`src/rtl/cv32e40x_rf_write_arbiter_pkg.sv`:
```
// Shared types and constants for the register-file write arbiter and its
// pending-write scoreboard.
package cv32e40x_rf_write_arbiter_pkg;

   typedef logic [4:0]  rf_addr_t;
   typedef logic [31:0] rf_data_t;

   typedef enum logic {
      RF_ARB_NORMAL = 1'b0,
      RF_ARB_FORCE  = 1'b1
   } rf_arb_state_e;

   localparam int unsigned RF_ARB_STARVE_LIMIT_DEFAULT = 4;
   // Wide enough for the largest legal starvation limit (15).
   localparam int unsigned RF_ARB_CNT_W = 4;

endpackage

```
`src/rtl/cv32e40x_rf_scoreboard.sv`:
```
// Pending-write scoreboard for offloaded instructions: one bit per GPR,
// x0 never tracked, with a combinational hazard lookup per ID read port.
module cv32e40x_rf_scoreboard
   import cv32e40x_rf_write_arbiter_pkg::*;
#(
   parameter int unsigned NUM_READ_PORTS = 2
) (
   input  logic                           clk,
   input  logic                           rst,
   input  logic                           i_set_en,
   input  rf_addr_t                       i_set_addr,
   input  logic                           i_clr_en,
   input  rf_addr_t                       i_clr_addr,
   input  rf_addr_t [NUM_READ_PORTS-1:0]  i_raddr,
   output logic [NUM_READ_PORTS-1:0]      o_hazard
);

   logic [31:1] r_sb;
   logic [31:1] w_sb_next;
   logic [31:0] w_sb_full;

   // Set is applied after clear so a same-cycle issue to the same rd survives.
   always_comb begin
      w_sb_next = r_sb;
      for (int k = 1; k < 32; k++) begin
         if (i_clr_en && (i_clr_addr == rf_addr_t'(k))) begin
            w_sb_next[k] = 1'b0;
         end
         if (i_set_en && (i_set_addr == rf_addr_t'(k))) begin
            w_sb_next[k] = 1'b1;
         end
      end
   end

   always_ff @(posedge clk or posedge rst) begin
      if (rst) begin
         r_sb <= '0;
      end else begin
         r_sb <= w_sb_next;
      end
   end

   assign w_sb_full = {r_sb, 1'b0};

   always_comb begin
      o_hazard = '0;
      for (int p = 0; p < NUM_READ_PORTS; p++) begin
         o_hazard[p] = w_sb_full[i_raddr[p]];
      end
   end

endmodule

```
`src/rtl/cv32e40x_rf_write_arbiter.sv`:
```
// Shares the register-file write port between WB and the X result bus, with a
// starvation guard that stalls WB so a blocked X result can drain.
module cv32e40x_rf_write_arbiter
   import cv32e40x_rf_write_arbiter_pkg::*;
#(
   parameter int unsigned NUM_READ_PORTS = 2,
   parameter int unsigned STARVE_LIMIT   = RF_ARB_STARVE_LIMIT_DEFAULT
) (
   input  logic                           clk,
   input  logic                           rst,
   input  logic                           wb_we_i,
   input  rf_addr_t                       wb_waddr_i,
   input  rf_data_t                       wb_wdata_i,
   output logic                           wb_stall_o,
   input  logic                           x_valid_i,
   output logic                           x_ready_o,
   input  rf_addr_t                       x_waddr_i,
   input  rf_data_t                       x_wdata_i,
   input  logic                           iss_valid_i,
   input  rf_addr_t                       iss_rd_i,
   input  rf_addr_t [NUM_READ_PORTS-1:0]  raddr_i,
   output logic [NUM_READ_PORTS-1:0]      rd_hazard_o,
   output logic                           rf_we_o,
   output rf_addr_t                       rf_waddr_o,
   output rf_data_t                       rf_wdata_o
);

   localparam logic [RF_ARB_CNT_W-1:0] LP_CNT_LAST = RF_ARB_CNT_W'(STARVE_LIMIT - 1);

   rf_arb_state_e             r_state;
   rf_arb_state_e             w_state_next;
   logic [RF_ARB_CNT_W-1:0]   r_cnt;
   logic [RF_ARB_CNT_W-1:0]   w_cnt_next;
   logic                      r_wb_stall;

   logic                      w_x_ready;
   logic                      w_x_hs;
   logic                      w_x_lost;
   logic                      w_sel_req;
   rf_addr_t                  w_sel_addr;
   rf_data_t                  w_sel_data;
   logic [NUM_READ_PORTS-1:0] w_hazard;

   // WB has no backpressure, so it always wins; X only goes when WB is idle.
   assign w_x_ready = x_valid_i & ~wb_we_i;
   assign w_x_hs    = w_x_ready;
   assign w_x_lost  = x_valid_i & ~w_x_ready;

   assign w_sel_req  = wb_we_i | x_valid_i;
   assign w_sel_addr = wb_we_i ? wb_waddr_i : x_waddr_i;
   assign w_sel_data = wb_we_i ? wb_wdata_i : x_wdata_i;

   assign rf_we_o     = w_sel_req & (w_sel_addr != '0) & ~rst;
   assign rf_waddr_o  = w_sel_addr;
   assign rf_wdata_o  = w_sel_data;
   assign x_ready_o   = w_x_ready & ~rst;
   assign wb_stall_o  = r_wb_stall;
   assign rd_hazard_o = w_hazard & {NUM_READ_PORTS{~rst}};

   always_comb begin
      w_state_next = r_state;
      w_cnt_next   = '0;
      unique case (r_state)
         RF_ARB_NORMAL: begin
            if (w_x_lost) begin
               if (r_cnt == LP_CNT_LAST) begin
                  w_state_next = RF_ARB_FORCE;
               end else begin
                  w_cnt_next = r_cnt + 1'b1;
               end
            end
         end
         RF_ARB_FORCE: begin
            // A dropped valid without handshake is a protocol violation; recover anyway.
            if (w_x_hs || !x_valid_i) begin
               w_state_next = RF_ARB_NORMAL;
            end
         end
         default: w_state_next = RF_ARB_NORMAL;
      endcase
   end

   always_ff @(posedge clk or posedge rst) begin
      if (rst) begin
         r_state    <= RF_ARB_NORMAL;
         r_cnt      <= '0;
         r_wb_stall <= 1'b0;
      end else begin
         r_state    <= w_state_next;
         r_cnt      <= w_cnt_next;
         r_wb_stall <= (w_state_next == RF_ARB_FORCE);
      end
   end

   cv32e40x_rf_scoreboard #(
      .NUM_READ_PORTS (NUM_READ_PORTS)
   ) u_scoreboard (
      .clk        (clk),
      .rst        (rst),
      .i_set_en   (iss_valid_i),
      .i_set_addr (iss_rd_i),
      .i_clr_en   (w_x_hs),
      .i_clr_addr (x_waddr_i),
      .i_raddr    (raddr_i),
      .o_hazard   (w_hazard)
   );

   // The X source must hold its result stable until it is accepted.
   property p_x_stable;
      @(posedge clk) disable iff (rst)
         (x_valid_i && !w_x_ready) |=>
            (x_valid_i && $stable(x_waddr_i) && $stable(x_wdata_i));
   endproperty
   a_x_stable: assert property (p_x_stable);

endmodule
```
`config.mk`:
```
export PLATFORM = sky130hd
export DESIGN_NAME = cv32e40x_rf_write_arbiter
export DESIGN_NICKNAME = d
export VERILOG_FILES = /design/src/rtl/cv32e40x_rf_write_arbiter_pkg.sv /design/src/rtl/cv32e40x_rf_scoreboard.sv /design/src/rtl/cv32e40x_rf_write_arbiter.sv
export SDC_FILE = /design/constraint.sdc
export NUM_CORES = 1
export LEC_CHECK = 0
export CELL_PAD_IN_SITES_DETAIL_PLACEMENT = 1
export CELL_PAD_IN_SITES_GLOBAL_PLACEMENT = 1
export CORE_MARGIN = 4
export CORE_UTILIZATION = 30
export CTS_BUF_LIST = sky130_fd_sc_hd__clkbuf_4 sky130_fd_sc_hd__clkbuf_8
export CTS_CLUSTER_DIAMETER = 100
export DETAILED_ROUTE_END_ITERATION = 16
export PLACE_DENSITY_LB_ADDON = 0.1
export RECOVER_POWER = 50
export SLEW_MARGIN = 5
export SYNTH_ARGS = -nofsm -noshare
export SYNTH_HDL_FRONTEND = slang
export SYNTH_SLANG_ARGS = --single-unit
```
`constraint.sdc`:
```
create_clock -name clk -period 2.5 [get_ports clk]
set_clock_uncertainty 0.2 [all_clocks]
set_input_delay 0.375 -clock clk [delete_from_list [all_inputs] [get_ports clk]]
set_output_delay 0.375 -clock clk [all_outputs]
set_load 0.05 [all_outputs]
```
Word level (Yosys, flattened, before mapping)
Index checks and enable logic that the tools add are counted.
- $add $sub $neg: 1
- $lt $le $gt $ge: 2
- equality and inequality tests: 63
- mux-type cells: 75
- bitwise operators: 11
- reductions and logical operators: 96
- operator list (kind ; count):
    5-bit equality test, second input constant ; 32
    5-bit by 4-bit equality test with 1-bit output, second input constant ; 16
    1-bit 2-to-1 mux ; 67
    1-bit logical AND ; 62
    2-bit nonzero test ; 31
    5-bit by 3-bit equality test with 1-bit output, second input constant ; 8
    32-bit 2-to-1 mux ; 1
    5-bit by 2-bit equality test with 1-bit output, second input constant ; 4
    5-bit by 6-bit less-than comparator with 1-bit output, second input constant ; 2
    4-bit 2-to-1 mux ; 3
    1-bit binary-select mux with 5-bit select ; 2
    5-bit by 1-bit equality test with 1-bit output, second input constant ; 2
    1-bit AND ; 5
    5-bit 2-to-1 mux ; 1
    5-bit nonzero test ; 1
    4-bit by 1-bit adder with 4-bit output, second input constant ; 1
    4-bit by 2-bit equality test with 1-bit output, second input constant ; 1
    1-bit inverter ; 4
    2-bit AND ; 1
    1-bit case mux with 2 select lines ; 1
    1-bit logical NOT ; 1
    1-bit logical OR ; 1
    1-bit bitwise OR ; 1
- register bits: 36
- word-level logic and storage cells: 281

Depth between registers and ports, before layout
Gate-level depths: netlist of the first run.
- depth after elaboration: 6
- depth in mapped cells: 6
- depth with buffers taken out: 5

Modules after synthesis
From an unflattened synthesis of the first run, not the netlist that was laid out.
- cell total of the unflattened synthesis: 273
- area total of the unflattened synthesis: 2593.7 µm²
- by module, submodules not included (module ; times used ; cells an instance ; area an instance (µm²)):
    cv32e40x_rf_scoreboard ; 1 ; 201 ; 1866.8
    cv32e40x_rf_write_arbiter ; 1 ; 72 ; 726.9

Least setup slack after synthesis of the first run
Ideal clock, no wire load.
- path kind: in2out
- from: input wb_we_i
- to: output x_ready_o
- arrival time: 2.104 ns
- data required time: 1.925 ns
- setup slack: -0.179 ns
- stages on the path: 4
- path through: buf_2 -> buf_2 -> buf_1 -> nor3b_1
- longest elaborated chain between the ends: 3
- ends and longest elaborated chain (element ; RTL line ; source):
    start, declared ; cv32e40x_rf_write_arbiter.sv:11 ; input logic wb_we_i,
    1-bit inverter ; cv32e40x_rf_write_arbiter.sv:45 ; assign w_x_ready = x_valid_i & ~wb_we_i;
    1-bit AND ; cv32e40x_rf_write_arbiter.sv:45 ;
    1-bit AND ; cv32e40x_rf_write_arbiter.sv:56 ; assign x_ready_o = w_x_ready & ~rst;
    end, declared ; cv32e40x_rf_write_arbiter.sv:16 ; output logic x_ready_o,
Every way passes these cells.

Final worst setup path of the first run
- from: register u_scoreboard.r_sb[23] in the netlist's numbering
- to: output rd_hazard_o[0]
- longest elaborated chain between the ends: 3
- ends and longest elaborated chain (element ; RTL line ; source):
    start, declared ; cv32e40x_rf_scoreboard.sv:18 ; logic [31:1] r_sb;
    start signal, assigned ; cv32e40x_rf_scoreboard.sv:39 ; r_sb <= w_sb_next;
    1-bit binary-select mux with 5-bit select ; cv32e40x_rf_scoreboard.sv:48 ; o_hazard[p] = w_sb_full[i_raddr[p]];
    1-bit 2-to-1 mux (implied by the code) ; cv32e40x_rf_scoreboard.sv:48 ;
    2-bit AND ; cv32e40x_rf_write_arbiter.sv:58 ; assign rd_hazard_o = w_hazard & {NUM_READ_PORTS{~rst}};
    end, declared ; cv32e40x_rf_write_arbiter.sv:22 ; output logic [NUM_READ_PORTS-1:0] rd_hazard_o,
Every way passes these cells. The select of a mux whose other input is x is not followed.

==> results.py, run 1 <==
metrics = {
    "global_routing": {
        "grt_max_degree": 37,
        "track_usage": 0.200,
        "grt_pass1_vias": 2901,
        "antenna_found_initial": 1,
        "gr-total-overflow": 0,
        "grt_pass1_wl_um": 15500,
    },
    "synth": {
        "synth_commonest_cells": "o21ai_0, mux2_2, dfrtp_1",
        "yosysTopAreaCell": "dfrtp_1",
        "syn_area_mm2": 0.00258,
        "synthesis.nets": 349,
        "synth_async_sr_flop_share": 1.00,
        "ys_ff_latch": 36,
        "synth_compound_gate_area_share": 0.151,
        "ys_types": 33,
        "yosys.area.top_type_share": 0.349,
        "yosysSeqAreaShare": 0.349,
        "syn_avg_cell_area_um2": 10.2,
        "yosysMostFrequentCell": "o21ai_0",
        "synth_fa_ha_area_frac": 0.00484,
        "synth_simple_gate_area_share": 0.147,
        "synthMuxAreaShare": 0.315,
        "synth_area_leaders": "dfrtp_1, mux2_2, o21ai_0",
        "ys_warn_count": 0,
        "synth_edf_count": 0,
        "netlist_instances": 254,
        "synth_ff_type": "dfrtp_1",
        "synth-xor-area-share": 0.00678,
        "synth_top_family_by_area": "multiplexers",
    },
    "floorplanning": {
        "core-area_mm2": 0.00830,
        "start_util": 0.311,
        "die_x_um": 101,
        "ioPinCount": 136,
        "die_area_mm2": 0.0102,
        "dieHeight_um": 101,
        "fp-row-count": 33,
    },
    "clock_network": {
        "cts.sinks": 36,
        "clk_pin_slew_ns": 0.07,
        "cts_buffers": 5,
        "clockBufferDepth": 2,
        "cts_tree": "done",
        "htree_levels": 2,
        "clkLatencyLatePin_ns": 0.28,
        "cts-root-buf": "clkbuf_8",
    },
    "timing": {
        "fmax_mhz": 388,
        "finalWorstSetupSlack_ns": -0.0799,
        "post-route-period-util": 1.03,
        "tns_ns": -0.151,
        "rsz0062_at_grt": "yes",
        "relSlewSlack": 0.390,
        "hold_viol": 0,
        "drv_slew": 0,
        "setup_violations": 2,
        "period_minus_slack_ns": 2.58,
        "hold_ws_ns": 0.263,
        "tightest_slew_ns": 0.915,
    },
    "detailed_routing": {
        "drt-vias-per-instance": 5.22,
        "drt_iter0_markers": 62,
        "wirelength_um": 10100,
        "drc_errors": 0,
        "via_count": 2651,
        "first_pass_iters": 4,
        "wire_per_inst_um": 19.8,
        "drtAntennaViolNets": 0,
    },
    "hold_path": {
        "hold_depth": 1,
        "min_delay_worst_endpoint": "r_cnt[1]",
        "hp-start": "wb_stall_o",
        "min_path_type": "register to register",
    },
    "layout": {
        "utilization": 0.505,
        "stdcell_count": 508,
        "final_nets": 496,
        "drive_above_1_share": 0.301,
        "area_growth_pct": 62.3,
    },
    "placed_design": {
        "dp_hpwl_um": 8550,
        "dp.cells": 496,
        "port_buffers": 135,
        "place.gp.congestion": 0.777,
    },
    "critical_path": {
        "crit_slowest_cell": "mux4_2",
        "end_kind": "output port",
        "critical_path_class": "register to output port",
        "required_ns": 1.92,
        "regToRegStartpoint": "r_cnt[0]",
        "path_cells": "mux4_2 > mux2_4 > a21oi_2 > o31ai_1 > and3_1 > buf_6",
        "max_stage_delay_ns": 0.48,
        "cp-start-kind": "register",
        "worstPathArrival_ns": 2.00,
        "crit_path_max_fanout": 3,
        "ff2ff_setup_slack_ns": 1.11,
        "reg2reg_to": "r_cnt[2]",
        "worst-r2r-cell-count": 4,
    },
    "pwr": {
        "power.leakage_nw": 1.73,
        "vdd_ir_drop_max_uv": 223,
        "powerDensity_mw_per_mm2": 529,
    },
    "job": {
        "maxCapViolations": 0,
    },
    "status": {
        "violations": "setup timing",
        "status": "finished with violations",
    },
}
==> worst max-delay path by stage <==
stage	cells after the start	start	to
after floorplan	5	wb_we_i	rf_we_o
after global placement	7	raddr_i[1]	rd_hazard_o[0]
after detailed placement	7	raddr_i[1]	rd_hazard_o[0]
after CTS	6	u_scoreboard.r_sb[23]	rd_hazard_o[0]
after global routing	6	u_scoreboard.r_sb[23]	rd_hazard_o[0]
final	6	u_scoreboard.r_sb[23]	rd_hazard_o[0]
==> logic make-up after synthesis <==
logic type / count (synthesis)
DFF: 36
xor gates and xnor gates: 2
muxes: 60
AOI/OAI and AO/OA: 72
adders and majority gates: 1
buffers and inverters: 13
and+or+nand+nor: 70
==> stage by stage <==
stage	total power, W	worst slack [ns]	area (µm²)
finish	0.00222	-0.0799	4190
floorplan	0.00131	0.0194	2590
global route	0.00235	-0.132	4190
CTS	0.00224	-0.0883	4190
detailed placement	0.00170	-0.407	4040
global placement	0.00166	-0.354	4040
==> critical path: cells and delay by family (launching register included) <==
family / cells / cell delay [ns]
flip-flops: 1 / 0.44
AO/OA/AOI/OAI: 2 / 0.20
AND/OR/NAND/NOR: 1 / 0.16
multiplexers: 2 / 0.77
buffers and inverters: 1 / 0.15
==> power breakdown <==
group / internal [W] / total (W) / leakage (nW) / switching [W]
combinational: 0.000444 / 0.000892 / 1.24 / 0.000448
clock: 0.000307 / 0.000512 / 0.0586 / 0.000205
sequential: 0.000704 / 0.000815 / 0.439 / 0.000111
==> layout make-up <==
class	instances	area, µm²
multi-input cells	205	1640
clock buffers	6	76.3
clock inverters	2	35.0
inverters	1	3.75
fillers	938	4110
well taps	105	131
diodes	1	2.50
flip-flops and latches	36	901
repair buffers	152	1400
==> registers in the layout, summed over array words and instances (netlist names) <==
| name | count |
|---|---|
| u_scoreboard.r_sb | 31 |
| wb_stall_o | 1 |
| r_cnt | 4 |
==> cells in the final DEF, fill, tap and decap left out, drive strengths merged, types with 2 or more instances in the layout <==
cell / instances
o21ai: 62
o31ai: 2
a221oi: 2
nand2: 13
clkdlybuf4s50: 81
nand3: 10
mux4: 10
dlygate4sd2: 7
a31oi: 2
nor2: 11
dfrtp: 36
nand4: 5
mux2i: 10
nor3b: 2
nor2b: 7
clkbuf: 9
nand2b: 8
nand3b: 5
or2: 3
buf: 56
and3: 2
mux2: 40
dlygate4sd3: 2
nand4b: 2
clkdlybuf4s15: 2
a21oi: 3
==> metal layers <==
layer | vias to the layer above | GRT usage | part of all wire
li1 | 1257 | - | -
met1 | 1282 | 0.226 | 0.38
met2 | 104 | 0.352 | 0.50
met3 | 8 | 0.0803 | 0.10
met4 | 0 | 0.0477 | 0.015
met5 | - | 0 | 0
==> timing repair <==
action                                 4_1_cts  5_1_grt
setup buffers                                3        0
pin swaps                                    2        3
cloned                                       0        0
hold buffers                                 0        0
resized for setup                           26        3
setup endpoints to repair                    3        3
endpoints found under the hold margin        0        0
(Power assumes the default switching activity.)
==> run 2: changes to the inputs <==
- PLACE_DENSITY: default -> 0.91
- PLACE_DENSITY_LB_ADDON: 0.1 -> default
- REMOVE_ABC_BUFFERS: default -> 1
==> results.py, run 2 (same netlist as run 1, synthesis figures left out) <==
metrics = {
    "status": {
        "status": "finished with violations",
        "violations": "setup timing",
    },
    "layout": {
        "regMostFlops": "u_scoreboard.r_sb",
        "layout_commonest_cell": "clkdlybuf4s50_1",
        "antenna_cells": 0,
        "most-common-layout-cells": "clkdlybuf4s50_1, o21ai_0, buf_4",
        "drive_above_1_share": 0.309,
        "nFillCells": 932,
        "area_growth_pct": 64.6,
        "final_nets": 505,
        "utilization": 0.512,
        "largest_register_ffs": 31,
    },
    "timing": {
        "hold_ws_ns": 0.271,
        "finalWorstSetupSlack_ns": -0.0890,
        "setup_violations": 2,
        "tns_ns": -0.137,
        "drv_slew": 0,
        "hold_viol": 0,
        "fmax_mhz": 386,
        "period_minus_slack_ns": 2.59,
        "relSlewSlack": 0.419,
        "rsz0062_at_grt": "yes",
        "tightest_slew_ns": 0.872,
        "post-route-period-util": 1.04,
    },
    "detailed_routing": {
        "drt_iter0_markers": 72,
        "drtAntennaViolNets": 0,
        "wirelength_um": 10600,
        "drc_errors": 0,
        "drt-vias-per-instance": 5.35,
        "wire_per_inst_um": 20.5,
        "first_pass_iters": 4,
        "via_count": 2759,
    },
    "placed_design": {
        "pre_cts_ws_ns": -0.514,
        "port_buffers": 135,
        "place.gp.congestion": 0.817,
        "dp_hpwl_um": 8970,
    },
    "critical_path": {
        "worstPathArrival_ns": 2.01,
        "max_stage_delay_ns": 0.49,
        "required_ns": 1.92,
        "ff2ff_setup_slack_ns": 1.12,
        "critical_path_class": "register to output port",
        "crit_slowest_cell": "mux4_2",
        "end_kind": "output port",
        "critical_path_buf_inv_count": 1,
        "path_cells": "mux4_2 > mux2_2 > a21oi_2 > o31ai_1 > and3_1 > buf_6",
        "crit_path_max_fanout": 3,
        "cp-start-kind": "register",
        "crit_family": "multiplexers",
    },
    "clock_network": {
        "cts-root-buf": "clkbuf_8",
        "cts.sinks": 36,
        "clockBufferDepth": 2,
        "cts_hold_buf": 0,
        "clkLatencyLatePin_ns": 0.29,
        "clk_pin_slew_ns": 0.07,
        "cts_tree": "done",
        "cts_buffers": 5,
        "htree_levels": 2,
    },
    "hold_path": {
        "min_path_type": "register to register",
    },
    "global_routing": {
        "grt_max_degree": 37,
        "track_usage": 0.210,
        "gr-total-overflow": 0,
        "grt_pass1_vias": 3261,
        "grt_pass1_wl_um": 16500,
        "antenna_found_initial": 0,
    },
    "floorplanning": {
        "die_area_mm2": 0.0102,
        "start_util": 0.311,
        "core-area_mm2": 0.00830,
        "die_x_um": 101,
        "fp-row-count": 33,
        "dieHeight_um": 101,
        "ioPinCount": 136,
    },
    "pwr": {
        "powerDensity_mw_per_mm2": 527,
        "vdd_ir_drop_max_uv": 242,
        "power.leakage_nw": 1.77,
    },
    "job": {
        "maxCapViolations": 0,
    },
}
==> run 2: power by group <==
group	total, W	internal [W]	switching, W
combinational	0.000909	0.000448	0.000461
clock	0.000513	0.000295	0.000218
sequential	0.000819	0.000704	0.000116
==> run 2: final cells by class <==
class	count	area (µm²)	share of cell area
Tap cell	105	131	0.0309
Timing Repair Buffer	161	1470	0.347
Clock inverter	3	42.5	0.0100
Clock buffer	5	68.8	0.0162
Multi-Input combinational cell	205	1630	0.383
Sequential cell	36	901	0.212
Inverter	1	3.75	0.000883
==> run 2: timing repair <==
item / CTS / global route
pin swaps: 2 / 0
buffers inserted: 2 / 2
endpoints found under the setup margin: 3 / 3
gates resized for setup: 23 / 8
==> run 2: metal layers <==
metal,track usage,share of wire
met3,0.0478,0.061
met1,0.211,0.36
met4,0.0839,0.034
met5,0,0
met2,0.411,0.54
==> run 2: final timing paths <==
path | startpoint | endpoint | cells after the start
max | u_scoreboard.r_sb[16] | rd_hazard_o[0] | 6
min | r_cnt[0] | r_cnt[0] | 1
max reg2reg | r_cnt[0] | r_cnt[3] | 4
min reg2reg | r_cnt[0] | r_cnt[0] | 1
max in group asynchronous | rst | u_scoreboard.r_sb[19] | 3
min in group asynchronous | rst | u_scoreboard.r_sb[8] | 3
==> run 2: per-stage QoR <==
stage | power (W) | instance area, µm² | std cells
2_1_floorplan | 0.00128 | 2520 | 242
3_3_place_gp | 0.00166 | 4080 | 504
3_5_place_dp | 0.00172 | 4080 | 504
4_1_cts | 0.00224 | 4240 | 514
5_1_grt | 0.00235 | 4250 | 516
6_report | 0.00224 | 4250 | 516
